`src/rtl/qd_bus_pkg.sv`:
```
// Shared definitions for the serial-address SRAM bus: default widths,
// the cycle-counter width and the master FSM state encoding.
package qd_bus_pkg;

  localparam int QD_ADDR_W = 21;
  localparam int QD_DATA_W = 8;
  // Width of the per-state cycle counter; BIT_CYCLES and STROBE_CYCLES must fit.
  localparam int CNT_W     = 8;

  typedef enum logic [2:0] {
    ST_IDLE   = 3'd0,
    ST_SHIFT  = 3'd1,
    ST_INCR   = 3'd2,
    ST_STROBE = 3'd3,
    ST_SETTLE = 3'd4
  } state_t;

endpackage

```
`src/rtl/addr_serializer.sv`:
```
// Parallel-to-serial address shifter. The address is loaded on the accepting
// edge and presented MSB first on o_si, each bit held for BIT_CYCLES cycles
// while i_en is high. o_last flags the final cycle of the final bit.
module addr_serializer
  import qd_bus_pkg::*;
#(
  parameter int ADDR_W     = QD_ADDR_W,
  parameter int BIT_CYCLES = 2
) (
  input  logic              i_clk,
  input  logic              i_rst,
  input  logic              i_load,
  input  logic [ADDR_W-1:0] i_addr,
  input  logic              i_en,
  output logic              o_si,
  output logic              o_last
);

  localparam int BIT_CW = $clog2(ADDR_W + 1);

  logic [ADDR_W-1:0] r_shreg;
  logic [CNT_W-1:0]  r_hold;
  logic [BIT_CW-1:0] r_bit;
  logic              w_hold_done;

  assign w_hold_done = (r_hold == CNT_W'(BIT_CYCLES - 1));

  // Load the address, then hold each bit for BIT_CYCLES cycles before shifting.
  always_ff @(posedge i_clk) begin
    if (i_rst) begin
      r_shreg <= '0;
      r_hold  <= '0;
      r_bit   <= '0;
    end else if (i_load) begin
      r_shreg <= i_addr;
      r_hold  <= '0;
      r_bit   <= '0;
    end else if (i_en) begin
      if (w_hold_done) begin
        r_shreg <= {r_shreg[ADDR_W-2:0], 1'b0};
        r_hold  <= '0;
        r_bit   <= r_bit + BIT_CW'(1);
      end else begin
        r_hold  <= r_hold + CNT_W'(1);
      end
    end
  end

  // The serial line idles low outside the shift window.
  assign o_si   = i_en & r_shreg[ADDR_W-1];
  assign o_last = i_en && w_hold_done && (r_bit == BIT_CW'(ADDR_W - 1));

endmodule

```
`src/rtl/avr_sram_master.sv`:
```
// AVR-side initiator of the CPLD serial-address SRAM protocol. A command is
// taken when cmd_valid and cmd_ready are both high at a clock edge (cmd_ready
// is high only in IDLE); cmd_* are registered then and ignored afterwards.
// The address is either shifted in full or, when it directly follows the
// previously completed address without wrapping, reached by one increment
// pulse. A strobe phase and one settle cycle follow.
module avr_sram_master
  import qd_bus_pkg::*;
#(
  parameter int ADDR_W        = QD_ADDR_W,
  parameter int DATA_W        = QD_DATA_W,
  parameter int BIT_CYCLES    = 2,
  parameter int STROBE_CYCLES = 2
) (
  input  logic              avr_clk,
  input  logic              avr_reset,
  input  logic              cmd_valid,
  output logic              cmd_ready,
  input  logic              cmd_write,
  input  logic [ADDR_W-1:0] cmd_addr,
  input  logic [DATA_W-1:0] cmd_wdata,
  output logic              rsp_valid,
  output logic [DATA_W-1:0] rsp_rdata,
  output logic              busy,
  output logic              avr_si,
  output logic              avr_sreg_en_n,
  output logic              avr_counter_n,
  output logic              avr_we_n,
  output logic              avr_oe_n,
  output logic [DATA_W-1:0] avr_data_out,
  output logic              avr_data_oe,
  input  logic [DATA_W-1:0] avr_data_in,
  output state_t            dbg_state
);

  state_t            r_state;
  state_t            w_state_nxt;
  logic [CNT_W-1:0]  r_cnt;
  logic              r_write;
  logic [ADDR_W-1:0] r_addr;
  logic [DATA_W-1:0] r_wdata;
  logic [DATA_W-1:0] r_rdata;
  logic [ADDR_W-1:0] r_last_addr;
  logic              r_last_valid;

  logic              w_accept;
  logic              w_incr;
  logic              w_ser_last;
  logic              w_bit_done;
  logic              w_strobe_done;
  logic              w_drive;
  logic [ADDR_W-1:0] w_seq_addr;

  assign w_accept      = cmd_valid && (r_state == ST_IDLE);
  assign w_seq_addr    = r_last_addr + ADDR_W'(1);
  // Increment only for a strictly sequential address; all-ones to zero wraps
  // inside the CPLD counter, so it must be re-shifted.
  assign w_incr        = r_last_valid && (r_last_addr != '1) && (cmd_addr == w_seq_addr);
  assign w_bit_done    = (r_cnt == CNT_W'(BIT_CYCLES - 1));
  assign w_strobe_done = (r_cnt == CNT_W'(STROBE_CYCLES - 1));

  addr_serializer #(
    .ADDR_W     (ADDR_W),
    .BIT_CYCLES (BIT_CYCLES)
  ) u_ser (
    .i_clk  (avr_clk),
    .i_rst  (avr_reset),
    .i_load (w_accept && !w_incr),
    .i_addr (cmd_addr),
    .i_en   (r_state == ST_SHIFT),
    .o_si   (avr_si),
    .o_last (w_ser_last)
  );

  // Next-state selection; each phase ends on its own cycle budget.
  always_comb begin
    w_state_nxt = r_state;
    case (r_state)
      ST_IDLE:   if (w_accept) w_state_nxt = w_incr ? ST_INCR : ST_SHIFT;
      ST_SHIFT:  if (w_ser_last) w_state_nxt = ST_STROBE;
      ST_INCR:   if (w_bit_done) w_state_nxt = ST_STROBE;
      ST_STROBE: if (w_strobe_done) w_state_nxt = ST_SETTLE;
      ST_SETTLE: w_state_nxt = ST_IDLE;
      default:   w_state_nxt = ST_IDLE;
    endcase
  end

  // State register plus a cycle counter that restarts on every state change.
  always_ff @(posedge avr_clk) begin
    if (avr_reset) begin
      r_state <= ST_IDLE;
      r_cnt   <= '0;
    end else begin
      r_state <= w_state_nxt;
      r_cnt   <= (w_state_nxt != r_state) ? '0 : r_cnt + CNT_W'(1);
    end
  end

  // Command capture at acceptance; later cmd_* activity is ignored.
  always_ff @(posedge avr_clk) begin
    if (avr_reset) begin
      r_write <= 1'b0;
      r_addr  <= '0;
      r_wdata <= '0;
    end else if (w_accept) begin
      r_write <= cmd_write;
      r_addr  <= cmd_addr;
      r_wdata <= cmd_wdata;
    end
  end

  // Read data is sampled on the last low cycle of avr_oe_n and held until the next read.
  always_ff @(posedge avr_clk) begin
    if (avr_reset) begin
      r_rdata <= '0;
    end else if ((r_state == ST_STROBE) && !r_write && w_strobe_done) begin
      r_rdata <= avr_data_in;
    end
  end

  // Remember the completed address so a sequential follow-up can use INCR.
  always_ff @(posedge avr_clk) begin
    if (avr_reset) begin
      r_last_addr  <= '0;
      r_last_valid <= 1'b0;
    end else if (r_state == ST_SETTLE) begin
      r_last_addr  <= r_addr;
      r_last_valid <= 1'b1;
    end
  end

  // Outputs decode directly from the state, so the strobe exclusivity rules
  // follow from the states being mutually exclusive.
  assign w_drive       = r_write && ((r_state == ST_STROBE) || (r_state == ST_SETTLE));
  assign cmd_ready     = (r_state == ST_IDLE);
  assign busy          = (r_state != ST_IDLE);
  assign avr_sreg_en_n = (r_state != ST_SHIFT);
  assign avr_counter_n = (r_state != ST_INCR);
  assign avr_we_n      = !((r_state == ST_STROBE) && r_write);
  assign avr_oe_n      = !((r_state == ST_STROBE) && !r_write);
  assign avr_data_oe   = w_drive;
  assign avr_data_out  = w_drive ? r_wdata : '0;
  assign rsp_valid     = (r_state == ST_SETTLE) && !r_write;
  assign rsp_rdata     = r_rdata;
  assign dbg_state     = r_state;

endmodule

```
`config.mk`:
```
export PLATFORM = sky130hd
export DESIGN_NAME = avr_sram_master
export DESIGN_NICKNAME = d
export VERILOG_FILES = /design/src/rtl/qd_bus_pkg.sv /design/src/rtl/addr_serializer.sv /design/src/rtl/avr_sram_master.sv
export SDC_FILE = /design/constraint.sdc
export NUM_CORES = 1
export LEC_CHECK = 0
export BUFFER_PORTS_ARGS = -buffer_cell sky130_fd_sc_hd__buf_4
export CAP_MARGIN = 20
export CELL_PAD_IN_SITES_DETAIL_PLACEMENT = 1
export CELL_PAD_IN_SITES_GLOBAL_PLACEMENT = 1
export CORE_MARGIN = 2
export CORE_UTILIZATION = 46
export DETAILED_ROUTE_END_ITERATION = 8
export PLACE_DENSITY_LB_ADDON = 0.1
export SYNTH_ARGS = -nofsm -noshare
export SYNTH_HDL_FRONTEND = slang
export SYNTH_SLANG_ARGS = --single-unit
export TNS_END_PERCENT = 5
```
`constraint.sdc`:
```
create_clock -name avr_clk -period 6.45 [get_ports avr_clk]
set_input_delay 0.645 -clock avr_clk [delete_from_list [all_inputs] [get_ports avr_clk]]
set_output_delay 0.645 -clock avr_clk [all_outputs]
set_load 0.05 [all_outputs]
```
==> impl_metrics.env, run 1 <==
export IMPL_outcome="completed"
export IMPL_die_w_um=107
export IMPL_timing_final_crit_share_pct=59.0
export IMPL_timing_final_crit_period_ns=3.81
export IMPL_vias=4291
export IMPL_max_clock_path_buffers=2
export IMPL_hold_buffers=0
export IMPL_core_um2=10300
export IMPL_clock_latency_ns=0.39
export IMPL_startpoint_type="flop"
export IMPL_finalWeightedCongestion=0.806
export IMPL_ys_seq_area_share_pct=43.4
export IMPL_cts_tree="yes"
export IMPL_async_reset_ff_share_pct=0
export IMPL_synthesis_nets=633
export IMPL_dpl_cell_area_um2=5430
export IMPL_post_cts_buffers=0
export IMPL_rrSetupSlack_ns=2.64
export IMPL_leakagePower_nw=2.05
export IMPL_synth_top_flop_cell="dfxtp_1"
export IMPL_cp_required_ns=6.73
export IMPL_min_path_type="flop to flop"
export IMPL_regArea_um2=2100
export IMPL_grt_ovfl_total=0
export IMPL_layout_drive_gt1_share_pct=15.4
export IMPL_grt_pass1_wl_um=21900
export IMPL_synth_cells=585
export IMPL_rsz0062_at_grt="no"
export IMPL_floorplan_initialDensity_pct=47.1
export IMPL_viasPerCell=5.52
export IMPL_maxSlewViolCount=0
export IMPL_worst_pin_slew_ns=0.913
export IMPL_cp_end_kind="flop"
export IMPL_drv_cap=0
export IMPL_power_total_mw=1.25
export IMPL_whs_path_depth=2
export IMPL_p_comb_share_pct=10.9
export IMPL_reg2regPathDepth=9
export IMPL_area_growth_syn_to_layout_pct=16.3
export IMPL_post_drt_wl_per_cell_um=16.9
export IMPL_htree_levels=3
export IMPL_die_area_um2=11400
export IMPL_finish_utilization_pct=54.8
export IMPL_synth_most_common_cell="nand2_1"
export IMPL_yosysTopAreaCellShare_pct=43.4
export IMPL_synth_area_um2=4840
export IMPL_worstHoldStart="r_addr[20]"
export IMPL_max_freq_mhz=263
export IMPL_cts_root_buf="clkbuf_8"
export IMPL_cts_buffers=9
export IMPL_cts_clk_slew_worst_paths_ns=0.10
export IMPL_finalSetupTns_ns=0
export IMPL_hold_viol=0
export IMPL_synth_area_leaders="dfxtp_1 43%, nand2_1 9.1%, a21oi_1 5.9%"
export IMPL_final_net_count=685
export IMPL_arrival_ns=4.08
export IMPL_fin_worst_skew_ns=0.00949
export IMPL_fin_area_um2=5630
export IMPL_relSlewSlack_pct=39.0
export IMPL_switchingPower_mw=0.334
export IMPL_die_y_um=107
export IMPL_synth_edf_count=0
export IMPL_wirelength_um=13200
export IMPL_ys_warn_count=0
export IMPL_drc_errors=0
export IMPL_synth_common_cells="117 x nand2_1, 105 x dfxtp_1, 57 x a21oi_1, 45 x nor2_1, 27 x clkbuf_1"
export IMPL_ys_ff_latch=105
export IMPL_netSwitchingFraction_pct=26.7
export IMPL_multi_input_area_um2=2510
export IMPL_rows=37
export IMPL_post_cts_resized=0
export IMPL_dr_first_iter_drc_count=209
export IMPL_power_density_nw_per_um2=222
export IMPL_drtPass1Iterations=4
export IMPL_worstReg2RegStart="r_last_addr[0]"
export IMPL_nFillCells=1281
export IMPL_worstHoldEndpoint="r_last_addr[20]"
export IMPL_ios=69
export IMPL_antenna_cells=0
export IMPL_cts_sinks=105
export IMPL_timing_rr_end="u_ser.r_shreg[6]"
export IMPL_io_buffer_count=68
export IMPL_irDropWorstVdd_v=0.000119
export IMPL_p_int_mw=0.916
export IMPL_syn_area_per_cell_um2=8.28
export IMPL_power_frac_clock_pct=34.2
export IMPL_grt_max_degree=87
export IMPL_antenna_found_initial=0
export IMPL_dp_hpwl_um=9030
export IMPL_critPathMaxFanout=28
export IMPL_grtUsageTotal_pct=24.2
export IMPL_seqPwrFrac_pct=55.0
export IMPL_synth_cell_types=53
export IMPL_setup_violations=0
export IMPL_grt_pass1_vias=4363
export IMPL_synth_largest_area_cell="dfxtp_1"
export IMPL_path_class="flop to flop"
export IMPL_ant_nets=0
==> state kept, by name, summed over array words and instances, names as in the netlist <==
register,flops
dbg_state,3
r_addr,21
r_cnt,8
r_last_addr,21
r_last_valid,1
r_wdata,8
r_write,1
rsp_rdata,8
u_ser.r_bit,5
u_ser.r_hold,8
u_ser.r_shreg,21
==> power by group through the flow <==
stage / logic [mW] / clock network [mW] / registers (mW)
after floorplan: 0.0851 / 0 / 0.699
after global placement: 0.131 / 0 / 0.701
after detailed placement: 0.136 / 0 / 0.703
after CTS: 0.137 / 0.441 / 0.688
after global routing: 0.150 / 0.465 / 0.691
final: 0.136 / 0.427 / 0.688
==> metal layers <==
layer	routed length (um)	GRT usage, %	share of wire (%)
met2	6620	41.4	50
met4	206	8.44	1.6
met1	5780	30.6	44
met5	0	0	0
met3	555	4.32	4.2
==> per-stage QoR <==
stage	cells	hold slack, ns	setup slack (ns)
2_1_floorplan	585	0.432	3.20
3_3_place_gp	762	0.436	2.96
3_5_place_dp	762	0.447	2.74
4_1_cts	778	0.464	2.66
5_1_grt	778	0.476	2.43
6_report	778	0.459	2.64
==> kinds of logic (layout without fill, tap and decap cells) <==
family / count (synthesis) / after routing / synth area share, %
flip-flops: 105 / 105 / 43.4
AND/OR/NAND/NOR: 244 / 244 / 23.2
XOR/XNOR: 45 / 45 / 8.14
buffers and inverters: 57 / 114 / 4.68
adder cells (fa/ha/maj): 7 / 7 / 1.81
multiplexers: 17 / 17 / 3.51
AO/OA/AOI/OAI: 110 / 110 / 15.2
==> area by class of cell <==
class / count / area share (%)
repair buffers: 73 / 9.73
multi-input cells: 423 / 44.6
well taps: 136 / 3.02
flip-flops and latches: 105 / 37.3
inverters: 25 / 1.67
clock buffers: 10 / 2.44
clock inverters: 6 / 1.18
==> worst max-delay path by stage <==
stage	start	to	slack [ns]
final	r_last_addr[0]	u_ser.r_shreg[6]	2.64
after global routing	r_last_addr[0]	u_ser.r_shreg[6]	2.43
after CTS	r_last_addr[0]	u_ser.r_shreg[6]	2.66
after detailed placement	r_last_addr[0]	u_ser.r_shreg[6]	2.74
after global placement	cmd_addr[7]	u_ser.r_shreg[4]	2.96
after floorplan	dbg_state[1]	avr_data_out[0]	3.20
==> worst max-delay path: stages, from the launching register on <==
cell and delay (ns):
dfxtp_1 0.42, ha_1 0.26, and3_2 0.26, or4b_4 0.52
mux2i_1 0.16, or4_1 0.43, or4_4 0.46, o21ai_4 0.34
nand2_2 0.42, o32ai_1 0.41
==> layout by cell type, fill, tap and decap left out, drive strengths merged, types with 2 or more instances in the layout <==
cell type,count
a211oi,7
a21oi,57
a311oi,2
a32oi,15
and2,14
and3,7
buf,73
clkbuf,10
clkinvlp,3
dfxtp,105
ha,7
inv,26
mux2i,17
nand2,118
nand2b,2
nand3,19
nand3b,2
nand4,9
nor2,46
nor2b,5
nor3,8
nor4,2
nor4b,2
o211ai,2
o21ai,2
o32ai,15
or2,2
or4,2
or4b,2
xnor2,24
xor2,21
No activity file was read; power rests on OpenSTA's default activity.
==> run 2: changes to the inputs <==
- CORE_UTILIZATION: 46 -> 43
- clock period: 6.45 -> 3.8 ns (I/O delays scaled with it)
==> impl_metrics.env, run 2 (synthesis gave the netlist of run 1 again) <==
export IMPL_floorplan_initialDensity_pct=44.3
export IMPL_outcome="completed"
export IMPL_max_clock_path_buffers=2
export IMPL_grt_max_degree=87
export IMPL_ant_nets=0
export IMPL_antenna_cells=0
export IMPL_grt_pass1_wl_um=21900
export IMPL_rows=38
export IMPL_critPathMaxFanout=15
export IMPL_viasPerCell=5.52
export IMPL_antenna_found_initial=0
export IMPL_irDropWorstVdd_v=0.000359
export IMPL_die_area_um2=12100
export IMPL_post_cts_buffers=0
export IMPL_relSlewSlack_pct=37.8
export IMPL_finalSetupTns_ns=0
export IMPL_min_path_type="primary input to flop"
export IMPL_p_comb_share_pct=10.2
export IMPL_cts_sinks=105
export IMPL_core_um2=10900
export IMPL_cts_buffers=9
export IMPL_switchingPower_mw=0.587
export IMPL_final_cell_mix="117 x nand2_1, 105 x dfxtp_1, 75 x buf_4"
export IMPL_worst_pin_slew_ns=0.933
export IMPL_layout_drive_gt1_share_pct=15.7
export IMPL_ios=69
export IMPL_path_class="flop to flop"
export IMPL_timing_final_crit_period_ns=3.46
export IMPL_cts_tree="yes"
export IMPL_drtPass1Iterations=4
export IMPL_hold_buffers=0
export IMPL_wirelength_um=13500
export IMPL_arrival_ns=3.65
export IMPL_power_total_mw=2.30
export IMPL_p_int_mw=1.71
export IMPL_finalWeightedCongestion=0.804
export IMPL_maxSlewViolCount=0
export IMPL_netSwitchingFraction_pct=25.6
export IMPL_power_frac_clock_pct=39.0
export IMPL_post_cts_resized=0
export IMPL_hold_viol=0
export IMPL_dp_hpwl_um=9130
export IMPL_dr_first_iter_drc_count=233
export IMPL_clock_latency_ns=0.36
export IMPL_power_density_nw_per_um2=401
export IMPL_max_freq_mhz=289
export IMPL_area_growth_syn_to_layout_pct=18.3
export IMPL_post_drt_wl_per_cell_um=17.2
export IMPL_htree_levels=3
export IMPL_cp_required_ns=3.99
export IMPL_multi_input_area_um2=2510
export IMPL_drv_cap=0
export IMPL_die_y_um=110
export IMPL_cts_clk_slew_worst_paths_ns=0.07
export IMPL_final_net_count=687
export IMPL_setup_violations=0
export IMPL_drc_errors=0
export IMPL_io_buffer_count=68
export IMPL_regArea_um2=2100
export IMPL_timing_final_crit_share_pct=91.1
export IMPL_fin_worst_skew_ns=0.00664
export IMPL_grt_pass1_vias=4369
export IMPL_leakagePower_nw=2.10
export IMPL_grt_ovfl_total=0
export IMPL_cts_root_buf="clkbuf_16"
export IMPL_rsz0062_at_grt="no"
export IMPL_layout_commonest_cell="nand2_1"
export IMPL_nFillCells=1343
export IMPL_startpoint_type="flop"
export IMPL_cp_end_kind="flop"
export IMPL_die_w_um=110
export IMPL_seqPwrFrac_pct=50.8
export IMPL_largestRegisters="r_addr (21), r_last_addr (21), u_ser.r_shreg (21)"
export IMPL_grtUsageTotal_pct=23.4
export IMPL_vias=4331
## run 2: cell types whose count changed in the layout (fill, tap and decap cells not counted), sizes merged
cell / delta
buf: +2
bufinv: -1
clkbuf: +1
clkinv: +2
clkinvlp: -1
inv: -1
## run 2: area by class of cell
type	instances	share of cell area, %
clock inverter	5	0.524
tap	140	3.06
timing repair buffer	75	9.83
inverter	25	1.64
clock buffer	11	4.41
multi-input combinational	423	43.9
sequential	105	36.7
## run 2: power groups by stage
| stage | clock, mW | combinational, mW | sequential [mW] |
|---|---|---|---|
| 3_3_place_gp | 0 | 0.225 | 1.19 |
| 3_5_place_dp | 0 | 0.234 | 1.19 |
| 6_report | 0.896 | 0.234 | 1.17 |
| 4_1_cts | 0.922 | 0.237 | 1.17 |
| 2_1_floorplan | 0 | 0.144 | 1.19 |
| 5_1_grt | 0.956 | 0.258 | 1.17 |
## run 2: routing by layer
layer,vias to the layer above,GRT usage [%],part of all wire [%]
li1,2118,-,-
met1,2104,28.0,44
met2,97,41.0,49
met3,12,6.70,5.6
met4,0,6.34,1.1
met5,-,0,0
## run 2: worst paths after layout
path	slack [ns]	end	cells past startpoint	start
worst max-delay path	0.34	u_ser.r_shreg[1]	9	r_last_addr[0]
worst min-delay path	0.26	rsp_rdata[7]	3	avr_data_in[7]
worst max register to register	0.34	u_ser.r_shreg[1]	9	r_last_addr[0]
worst min register to register	0.46	r_wdata[0]	2	r_wdata[0]
## run 2: through the flow
stage          util [%]  cells  setup slack, ns  instance area, um^2  hold WS, ns
4_1_cts            52.4    784            0.347                 5730        0.247
6_report           52.4    784            0.339                 5730        0.259
5_1_grt            52.4    784            0.139                 5730        0.267
2_1_floorplan         -    585            0.615                 4840        0.432
3_3_place_gp       49.8    768            0.498                 5450        0.436
3_5_place_dp       49.8    768            0.403                 5450        0.450
## run 2: worst max-delay path, cell delays in order (launching register included)
cell and delay, ns:
dfxtp_1 0.41, ha_1 0.24, and3_2 0.25, or4b_4 0.51
mux2i_1 0.14, or4_1 0.40, or4_4 0.46, or2_1 0.44
a32oi_1 0.32, o32ai_1 0.12
==> run 3: changes to the inputs <==
- ABC_AREA: unset -> 1
- CORE_UTILIZATION: 43 -> 41
==> impl_metrics.env, run 3 <==
export IMPL_power_density_nw_per_um2=382
export IMPL_hold_buffers=0
export IMPL_synthesis_nets=814
export IMPL_hold_viol=0
export IMPL_grt_pass1_wl_um=23500
export IMPL_finish_utilization_pct=49.1
export IMPL_antenna_cells=0
export IMPL_vias=4926
export IMPL_fin_cells=1001
export IMPL_cts_root_buf="clkbuf_16"
export IMPL_rsz0062_at_grt="no"
export IMPL_synth_compound_area_share_pct=14.0
export IMPL_syn_area_per_cell_um2=6.84
export IMPL_synth_edf_count=0
export IMPL_dr_first_iter_drc_count=177
export IMPL_min_path_type="primary input to flop"
export IMPL_timing_final_crit_period_ns=2.72
export IMPL_cts_tree="yes"
export IMPL_irDropWorstVdd_v=0.000250
export IMPL_post_drt_wl_per_cell_um=14.7
export IMPL_largestRegisters="r_addr (21), r_last_addr (21), u_ser.r_shreg (21)"
export IMPL_cts_buffers=9
export IMPL_timing_final_crit_share_pct=71.7
export IMPL_path_class="flop to flop"
export IMPL_synth_cells=766
export IMPL_crit_path_top_delay_cell="o21bai_4"
export IMPL_worst_pin_slew_ns=0.720
export IMPL_yosysTopAreaCellShare_pct=40.1
export IMPL_floorplan_initialDensity_pct=41.7
export IMPL_worstPathCellList="ha_1, nand2_1, nor2_4, nand3_2, nor3_1, nor2_1, nor2_1, nand3_2, o21bai_4, buf_4, nand2_1, o21ai_0, a21oi_2"
export IMPL_cts_sinks=105
export IMPL_synth_top_flop_cell="dfxtp_1"
export IMPL_power_total_mw=2.36
export IMPL_setup_violations=0
export IMPL_critPathMaxFanout=19
export IMPL_drc_errors=0
export IMPL_synthXorXnorAreaFrac_pct=3.84
export IMPL_synth_mux_area_share_pct=0
export IMPL_synth_simple_area_share_pct=32.2
export IMPL_ys_warn_count=0
export IMPL_layout_drive_gt1_share_pct=16.3
export IMPL_synth_area_leaders="dfxtp_1 40%, nand2_1 13%, nor2_1 8.7%"
export IMPL_io_buffer_count=68
export IMPL_ys_ff_latch=105
export IMPL_ios=69
export IMPL_die_y_um=117
export IMPL_async_reset_ff_share_pct=0
export IMPL_synth_largest_area_cell="dfxtp_1"
export IMPL_finalWeightedCongestion=0.867
export IMPL_outcome="completed"
export IMPL_viasPerCell=4.92
export IMPL_grt_max_degree=39
export IMPL_relSlewSlack_pct=51.6
export IMPL_critPathMaxStageDelay_ns=0.41
export IMPL_die_w_um=117
export IMPL_drtPass1Iterations=4
export IMPL_layout_commonest_cell="nand2_1"
export IMPL_synth_most_common_cell="nand2_1"
export IMPL_max_freq_mhz=367
export IMPL_synth_adder_area_share_pct=1.67
export IMPL_finalSetupTns_ns=0
export IMPL_die_area_um2=13700
export IMPL_antenna_found_initial=0
export IMPL_fin_worst_skew_ns=0.00773
export IMPL_wirelength_um=14700
export IMPL_grt_ovfl_total=0
export IMPL_leakagePower_nw=2.58
export IMPL_dp_cells=985
export IMPL_final_net_count=872
export IMPL_ant_nets=0
export IMPL_dp_hpwl_um=10900
export IMPL_cts_clk_slew_worst_paths_ns=0.07
export IMPL_synth_area_um2=5240
export IMPL_post_cts_buffers=0
export IMPL_synth_common_cells="188 x nand2_1, 121 x nor2_1, 105 x dfxtp_1, 80 x inv_1, 63 x o21ai_0"
export IMPL_maxSlewViolCount=0
export IMPL_post_cts_resized=0
export IMPL_htree_levels=3
export IMPL_area_growth_syn_to_layout_pct=17.9
export IMPL_ys_seq_area_share_pct=40.1
export IMPL_max_clock_path_buffers=2
export IMPL_arrival_ns=2.94
export IMPL_final_cell_mix="188 x nand2_1, 121 x nor2_1, 105 x dfxtp_1"
export IMPL_synth_top_family_by_area="simple AND/OR/NAND/NOR gates"
export IMPL_synth_cell_types=38
export IMPL_cp_required_ns=4.02
export IMPL_core_um2=12600
export IMPL_cp_end_kind="flop"
export IMPL_startpoint_type="flop"
export IMPL_rows=41
export IMPL_drv_cap=0
export IMPL_grt_pass1_vias=4928
export IMPL_grtUsageTotal_pct=22.2
export IMPL_clock_latency_ns=0.35
[run 3: cell types whose count changed after synthesis, moves of 17 or more]
cell     before  now
nand2_1     117  188
o21ai_0       1   63
nor2_1       45  121
inv_1        25   80
mux2i_1      17    0
[run 3: layer usage]
metal | part of all wire, % | vias up | wire, um | global-route usage, %
met4 | 1.2 | 0 | 175 | 4.71
met5 | 0 | - | 0 | 0
met3 | 3.4 | 13 | 496 | 5.41
met1 | 45 | 2338 | 6670 | 27.4
li1 | - | 2521 | - | -
met2 | 50 | 54 | 7360 | 39.3
[run 3: stage by stage]
stage | worst slack (ns) | cell area, um^2 | hold slack [ns]
3_5_place_dp | 1.13 | 5880 | 0.452
6_report | 1.08 | 6180 | 0.253
3_3_place_gp | 1.30 | 5880 | 0.440
4_1_cts | 1.06 | 6180 | 0.239
5_1_grt | 0.753 | 6180 | 0.247
2_1_floorplan | 1.05 | 5240 | 0.430
[run 3: final timing paths]
kind                            cells after the start                to  slack [ns]      startpoint
worst max register to register                     13  u_ser.r_shreg[7]        1.08  r_last_addr[0]
worst min-delay path                                3      rsp_rdata[5]        0.25  avr_data_in[5]
worst max-delay path                               13  u_ser.r_shreg[7]        1.08  r_last_addr[0]
worst min register to register                      2        r_wdata[0]        0.46      r_wdata[0]
[run 3: layout make-up]
cell class | count | area, um^2
clock buffers | 13 | 270
well taps | 172 | 215
multi-input cells | 552 | 2710
clock inverters | 3 | 22.5
inverters | 83 | 312
repair buffers | 73 | 548
flip-flops and latches | 105 | 2100
fillers | 1662 | 6390
[run 3: report_power, final]
group          internal, mW  total (mW)  switching (mW)
clock                 0.501       0.915           0.413
sequential             1.15        1.17          0.0255
combinational        0.0981       0.272           0.174
total                  1.75        2.36           0.612
[run 3: cell families (layout without fill, tap and decap cells)]
logic type	Yosys count	in the layout
AOI/OAI and AO/OA	134	134
xor gates and xnor gates	23	23
adders and majority gates	7	7
buffers and inverters	109	172
DFF	105	105
and+or+nand+nor	388	388
[run 3: worst max-delay path, delay by kind of cell, from the launching register on]
family	cells	cell delay (ns)
flip-flops	1	0.38
adder cells (fa/ha/maj)	1	0.22
buffers and inverters	1	0.30
AND/OR/NAND/NOR	8	1.07
AO/OA/AOI/OAI	3	0.61
